File: src/rtl/store_buffer.sv
// store_buffer: in-order store FIFO between a CPU store port and data memory,
// with load-to-store forwarding and a flush (drain) state machine.
//
// Ports:
//   clk, reset                      clock; asynchronous active-high reset
//   st_req, st_addr, st_data, st_pc store request and its payload
//   st_ready                        a store can be accepted this cycle
//   ld_addr, ld_hit, ld_data        forwarding lookup (youngest match wins)
//   flush, flush_done               drain request; one-cycle completion pulse
//   dm_we, dm_addr, dm_wdata, dm_pc head entry presented to data memory
//   dm_ready                        data memory accepts the head entry
//   count                           number of valid entries
//   overflow                        sticky: a store was dropped
module store_buffer #(
  parameter int unsigned DEPTH = 4
) (
  input  logic                     clk,
  input  logic                     reset,
  input  logic                     st_req,
  input  logic [31:0]              st_addr,
  input  logic [31:0]              st_data,
  input  logic [31:0]              st_pc,
  output logic                     st_ready,
  input  logic [31:0]              ld_addr,
  output logic                     ld_hit,
  output logic [31:0]              ld_data,
  input  logic                     flush,
  output logic                     flush_done,
  output logic                     dm_we,
  output logic [31:0]              dm_addr,
  output logic [31:0]              dm_wdata,
  output logic [31:0]              dm_pc,
  input  logic                     dm_ready,
  output logic [$clog2(DEPTH):0]   count,
  output logic                     overflow
);

  localparam int unsigned PW = $clog2(DEPTH);
  localparam int unsigned CW = PW + 1;

  localparam logic [0:0] S_IDLE  = 1'b0;
  localparam logic [0:0] S_DRAIN = 1'b1;

  logic [29:0]   addr_mem [DEPTH];
  logic [31:0]   data_mem [DEPTH];
  logic [31:0]   pc_mem   [DEPTH];

  logic [PW-1:0] head;
  logic [PW-1:0] tail;
  logic [0:0]    state;
  logic [0:0]    next_state;
  logic          flush_done_d;
  logic          push;
  logic          pop;
  logic [PW-1:0] fwd_idx;

  // Byte-offset bits of the addresses play no part in word matching.
  logic unused_addr_bits;
  assign unused_addr_bits = ^{st_addr[1:0], ld_addr[1:0]};

  // Handshakes; st_ready is held low while reset is asserted.
  assign st_ready = ~reset & (count < CW'(DEPTH)) & (state == S_IDLE);
  assign push     = st_req & st_ready;
  assign dm_we    = (count != '0);
  assign pop      = dm_we & dm_ready;

  // Head entry to data memory, zero when empty.
  assign dm_addr  = dm_we ? {addr_mem[head], 2'b00} : 32'h0;
  assign dm_wdata = dm_we ? data_mem[head] : 32'h0;
  assign dm_pc    = dm_we ? pc_mem[head]   : 32'h0;

  // Pointers, occupancy and sticky overflow.
  always_ff @(posedge clk or posedge reset) begin
    if (reset) begin
      head     <= '0;
      tail     <= '0;
      count    <= '0;
      overflow <= 1'b0;
    end else begin
      if (push) tail <= tail + PW'(1);
      if (pop)  head <= head + PW'(1);
      case ({push, pop})
        2'b10:   count <= count + CW'(1);
        2'b01:   count <= count - CW'(1);
        default: count <= count;
      endcase
      if (st_req && !st_ready) overflow <= 1'b1;
    end
  end

  // Entry storage; validity is tracked by head/count, so no reset needed.
  always_ff @(posedge clk) begin
    if (push) begin
      addr_mem[tail] <= st_addr[31:2];
      data_mem[tail] <= st_data;
      pc_mem[tail]   <= st_pc;
    end
  end

  // Forwarding: walk oldest to youngest so the youngest match is kept last.
  always_comb begin
    ld_hit  = 1'b0;
    ld_data = 32'h0;
    fwd_idx = head;
    for (int i = 0; i < int'(DEPTH); i++) begin
      fwd_idx = head + PW'(i);
      if ((CW'(i) < count) && (addr_mem[fwd_idx] == ld_addr[31:2])) begin
        ld_hit  = 1'b1;
        ld_data = data_mem[fwd_idx];
      end
    end
  end

  // Flush state register and registered completion pulse.
  always_ff @(posedge clk or posedge reset) begin
    if (reset) begin
      state      <= S_IDLE;
      flush_done <= 1'b0;
    end else begin
      state      <= next_state;
      flush_done <= flush_done_d;
    end
  end

  // Flush next-state logic; a re-asserted flush in DRAIN has no effect.
  always_comb begin
    next_state   = state;
    flush_done_d = 1'b0;
    case (state)
      S_IDLE: begin
        if (flush) next_state = S_DRAIN;
      end
      S_DRAIN: begin
        if (count == '0) begin
          next_state   = S_IDLE;
          flush_done_d = 1'b1;
        end
      end
      default: next_state = S_IDLE;
    endcase
  end

endmodule

File: config.mk
export PLATFORM = sky130hd
export DESIGN_NAME = store_buffer
export DESIGN_NICKNAME = d
export VERILOG_FILES = /design/src/rtl/store_buffer.sv
export SDC_FILE = /design/constraint.sdc
export NUM_CORES = 1
export LEC_CHECK = 0
export BUFFER_PORTS_ARGS = -buffer_cell sky130_fd_sc_hd__buf_4
export CAP_MARGIN = 20
export CORE_ASPECT_RATIO = 1.4
export CORE_UTILIZATION = 40
export CTS_CLUSTER_DIAMETER = 150
export DETAILED_ROUTE_END_ITERATION = 8
export PLACE_DENSITY = 0.68
export SLEW_MARGIN = 15
export SYNTH_ARGS = -nofsm -noshare
export SYNTH_HDL_FRONTEND = slang
export SYNTH_SLANG_ARGS = --single-unit
File: constraint.sdc
create_clock -name clk -period 15.3 [get_ports clk]
set_input_delay 4.59 -clock clk [delete_from_list [all_inputs] [get_ports clk]]
set_output_delay 4.59 -clock clk [all_outputs]
set_load 0.005 [all_outputs]
# After elaboration in Yosys (flattened, before gate mapping)
# Memory sizes are Yosys's and may differ from the RTL's.
# Index checks and enable logic that the tools add are counted.
dict set report totals {
  regBits 10
  latch_bits 0
  mem_bits_rw 376
  mem_bits_ro 0
  in_bits 133
  out_inout_bits 136
  wordCells 60
  memories 3
}
dict set report op_classes {
  n_addsub 6
  n_mul 0
  div_mod_pow 0
  n_lt_le_gt_ge 5
  eq_ne 6
  shift 0
  n_mux 19
  bitwise_logic 6
  n_reduce_logical 9
}
# memory words word_bits read_ports rd_clocked_by_memory_dff write_ports line
set memory_table {}
lappend memory_table {data_mem 4 32 4 0 1 45} ;# logic [31:0] data_mem [DEPTH];
lappend memory_table {pc_mem 4 32 1 0 1 46} ;# logic [31:0] pc_mem [DEPTH];
lappend memory_table {addr_mem 4 30 4 0 1 44} ;# logic [29:0] addr_mem [DEPTH];
# op count
set ops {}
lappend ops {{32-bit two-way mux} 7}
lappend ops {{30-bit == test} 4}
lappend ops {{1-bit two-way mux} 10}
lappend ops {{1-bit by 3-bit < comparator with 1-bit output (first input constant)} 2}
lappend ops {{2-bit by 3-bit < comparator with 1-bit output (first input constant)} 2}
lappend ops {{3-bit one-hot mux with 2 select lines} 1}
lappend ops {{1-bit logical AND} 5}
lappend ops {{2-bit by 1-bit adder with 2-bit output (second input constant)} 2}
lappend ops {{2-bit adder (second input constant)} 2}
lappend ops {{1-bit bitwise AND} 4}
lappend ops {{3-bit by 1-bit adder with 3-bit output (second input constant)} 1}
lappend ops {{3-bit logical NOT} 1}
lappend ops {{3-bit < comparator (second input constant)} 1}
lappend ops {{3-bit nonzero test} 1}
lappend ops {{3-bit by 1-bit subtractor with 3-bit output (second input constant)} 1}
lappend ops {{2-bit by 1-bit == test with 1-bit output (second input constant)} 1}
lappend ops {{2-bit == test (second input constant)} 1}
lappend ops {{1-bit NOT} 2}
lappend ops {{1-bit one-hot mux with 2 select lines} 1}
lappend ops {{2-bit nonzero test} 1}
lappend ops {{1-bit logical NOT} 1}

# Longest topological paths before layout
# An unclocked memory read counts as a cell.
dict set report depth {
  depth_word 7
  ltp_mapped 15
  depth_no_buf 10
}

# Worst setup path after synthesis
# Ideal clock, no wire load.
dict set report synth_timing {
  kind {input-to-output}
  start {in ld_addr[11]}
  end {out ld_data[25]}
  t_arrival_ns 6.842
  required_time_ns 10.710
  slack_ns 3.868
  path_stages 11
  n_path_buf 2
  path_cell_list {clkbuf_1 -> and2_1 -> o2bb2ai_1 -> a221o_1 -> or4_4 -> nor3_4 -> nand3_4 -> xnor2_2 -> buf_2 -> o2111ai_1 -> a31oi_1}
}
dict set report synth_between {
  elab_chain_cells 6
  word_cells_on_any_way 12
  cone_classes {4 x eq/ne; 4 x mux; 4 x reduce/logical}
}
# item line
set synth_rtl {}
lappend synth_rtl {{start: declaration} 24} ;# input logic [31:0] ld_addr,
lappend synth_rtl {{30-bit == test} 107} ;# if ((CW'(i) < count) && (addr_mem[fwd_idx] == ld_addr[31:2])) begin
lappend synth_rtl {{1-bit logical AND} 107}
lappend synth_rtl {{32-bit two-way mux (3 in series)} 107}
lappend synth_rtl {{32-bit two-way mux *} 107}
lappend synth_rtl {{end: declaration} 26} ;# output logic [31:0] ld_data,
# Mark *: on every way between the ends. The rest lies on a longest branch, timed or not.

# Worst setup path in the final report
dict set report layout_timing {
  start {in ld_addr[19]}
  end {out ld_data[28]}
}
# Same word-level chain as after synthesis.

==> metrics.cfg <==
[placement]
port_buffers=262
hpwl_um=39500
place.gp.congestion=0.953
place_area_sq_um=23700

[critical_path]
cp.arrival_ns=8.85
critPathCaptureType=output pin
worst_path_most_repeated_cell=buf_4
crit_buf_inv=3
required_ns=10.71
crit_path_cell_trace=buf_4 -> xnor2_1 -> nand4_1 -> or4_4 -> nor3_4 -> nand3_4 -> a21boi_4 -> buf_4 -> o2111ai_1 -> a31oi_1 -> buf_4
crit_path_max_incr_delay_ns=0.97
path_class=input port to output pin
critPathLaunchType=input port
cp_max_fo=27
critical_path.top_delay_family=simple AND/OR/NAND/NOR gates
crit_slowest_cell=a21boi_4

[clocking]
cts_buffer_depth=3
clk_pin_slew_ns=0.05
numCtsBuffers=40
cts.sinks=386
postCtsSetupBuffers=0
htree_levels=2
cts_root_buf=clkbuf_16
cts_resized=0
ctsHoldBuffers=0
insertion_delay_ns=0.56
cts_tree=built

[die]
die_w_um=197
die_h_um=275
start_util=0.407
ios=269
rows=99
dieArea_sq_um=54100
fp.coreArea_sq_um=52300

[power_and_ir_drop]
pwr-share-clk=0.217
power_frac_seq=0.301
switching_share=0.368
ir_worst_vdd_mv=0.108
power_density_nw_per_um2=171
p_leak_uw=0.00903
pwr-share-comb=0.482
finalPower_uw=4250
intPower_uw=2690
p_switching_uw=1560

[sta]
finalSetupViolCount=0
hold_viol=0
max_freq_mhz=74.4
drv_slew=0
rsz0062_at_grt=no
min_period_over_period=0.879
tns_ns=0
worst_slew_pin_slew_ns=1.11
slew_headroom=0.262
fin_crit_ns=13.44
skew_ns=0.0159

[cells_and_area]
fin_nets=1967
drive_gt1_frac=0.255
final_area_sq_um=24900
syn_to_final_growth_pct=17.3

[global_route]
grt_max_degree=148
gr-usage-met3=0.0340
antenna_found_initial=2
busiest_layer=met2
grt_pass1_wl_um=89000
grt_use_met2=0.395
use_met1=0.254
overflow=0
grt_usage=0.220
grt_pass1_vias=14900

[logic_synthesis]
syn_avg_cell_area_sq_um=13.0
syn_inst=1639
synth-edff-count=376
synth-main-ff-cell=edfxtp_1
ys_async_sr_fraction=0.0259
ys_seq_area_frac=0.543
mappedNetlistArea_sq_um=21300
ys.warnings.count=0
ys_ff_latch=386
synth.distinct_cells=61

[detailed_routing]
routed_wl_um=60200
wire_per_inst_um=23.5
drt_drc_violations_left=0
first_iter_violations=1014
vias_per_cell=5.72
first_pass_iters=6
ant_nets=0
vias=14700

[run_status]
status=finished, final reports clean

[min_path]
hold_path.class=register to register

[flow_run]
maxCapViolations=0

-- placed cells by master (no fill, tap or decap), drive strengths merged, types with 5 or more instances in the layout --
master,count
nor4,7
nand2b,5
clkbuf,48
o311ai,5
nor2b,8
and3,10
nand3,65
a21oi,28
a2111oi,5
nor3,37
o211a,6
mux4,71
buf,282
nand4,24
mux2i,236
xor2,7
a31oi,46
o2111ai,27
a22oi,9
clkinv,18
edfxtp,376
nand2,133
o211ai,10
dfrtp,10
o21ai,10
ha,9
a211oi,9
and2,83
inv,18
mux2,47
nor2,72
xnor2,94
-- cell type report --
class | count | area [sq um]
antenna | 3 | 7.51
clock buffer | 48 | 1030
clock inverter | 22 | 178
fill | 4671 | 27300
inverter | 16 | 65.1
multi-input combinational | 1099 | 9070
sequential | 386 | 11500
tap | 707 | 885
timing repair buffer | 282 | 2150
-- state kept, by name, summed over array words and instances, names as in the netlist --
| name | flops |
|---|---|
| overflow | 1 |
| head | 2 |
| data_mem | 128 |
| flush_done | 1 |
| addr_mem | 120 |
| count | 3 |
| state | 1 |
| tail | 2 |
| pc_mem | 128 |
-- through the flow --
| step | instances | util | setup slack [ns] | hold WS [ns] |
|---|---|---|---|---|
| 2_1_floorplan | 1640 | - | 3.87 | 0.468 |
| 3_3_place_gp | 2489 | 0.453 | 1.91 | 0.467 |
| 3_5_place_dp | 2489 | 0.453 | 1.82 | 0.489 |
| 4_1_cts | 2559 | 0.476 | 1.80 | 0.502 |
| 5_1_grt | 2562 | 0.477 | 1.68 | 0.515 |
| 6_report | 2563 | 0.477 | 1.86 | 0.493 |
-- cells by family after synthesis --
kind of cell	share of synthesized area
flip-flops	0.543
adder cells (fa/ha/maj)	0.00530
multiplexers	0.211
buffers and inverters	0.0328
AND/OR/NAND/NOR	0.105
XOR/XNOR	0.0420
AO/OA/AOI/OAI	0.0608
other	0.000176
-- worst register-to-register path: cells and delay by family (launching register included) --
kind / cells / cell delay, ns
buffers and inverters: 1 / 0.82
flip-flops: 1 / 0.55
AND/OR/NAND/NOR: 2 / 1.52
-- cells in the mapped netlist (2+ instances only) --
cell	number	share of area
o2111ai_1	27	0.011
o2bb2ai_1	4	0.0016
nor2b_1	8	0.0024
buf_2	38	0.0089
a21oi_1	28	0.0066
buf_4	14	0.0049
a31oi_1	46	0.014
inv_1	15	0.0026
and2_1	83	0.024
o21bai_1	2	0.00071
nand4_1	24	0.0071
o21ai_0	10	0.0024
buf_1	22	0.0039
and3_1	10	0.0029
ha_1	9	0.0053
mux4_2	71	0.075
nand2_1	133	0.023
nor4_1	7	0.0021
nor2_1	72	0.013
o211ai_1	10	0.0035
or2_2	3	0.00088
edfxtp_1	376	0.53
or3_1	3	0.00088
a22o_1	2	0.00082
buf_6	2	0.0011
clkbuf_1	63	0.011
o22ai_1	4	0.0012
a2111oi_0	5	0.0021
nor3_1	35	0.0082
a211oi_1	9	0.0032
a22oi_1	9	0.0032
xnor2_1	93	0.038
mux2_2	46	0.024
nand2b_1	5	0.0015
nand3_1	64	0.015
a221oi_1	2	0.00082
xor2_1	7	0.0029
o211a_1	6	0.0028
o31a_1	3	0.0012
o311ai_0	3	0.0012
mux2i_1	236	0.11
o311ai_1	2	0.00082
dfrtp_1	10	0.012
-- path summary, 6_finish.rpt --
kind / startpoint / end / slack (ns) / cells after the start
worst min-delay path: overflow$_DFFE_PP0P_ / overflow$_DFFE_PP0P_ / 0.49 / 1
min in group asynchronous: reset / state$_DFF_PP0_ / 4.04 / 2
worst max register to register: count[2]$_DFFE_PP0P_ / pc_mem[1][5]$_DFFE_PP_ / 11.93 / 3
max in group asynchronous: reset / head[0]$_DFFE_PP0P_ / 10.93 / 2
worst min register to register: overflow$_DFFE_PP0P_ / overflow$_DFFE_PP0P_ / 0.49 / 1
worst max-delay path: ld_addr[19] / ld_data[28] / 1.86 / 11
-- per-layer routing --
metal,part of all wire,up-vias
met3,0.061,143
met5,0,-
met4,0.047,0
met2,0.52,618
li1,-,6633
met1,0.37,7267
-- power groups by stage --
stage               Combinational [uW]  Sequential [uW]  Clock [uW]
global placement                  2010             1300           0
detailed placement                2040             1300           0
CTS                               2050             1280         944
floorplan                         1400             1240           0
finish                            2050             1280         923
global route                      2190             1290         980
Power figures use the tool's default switching activity.
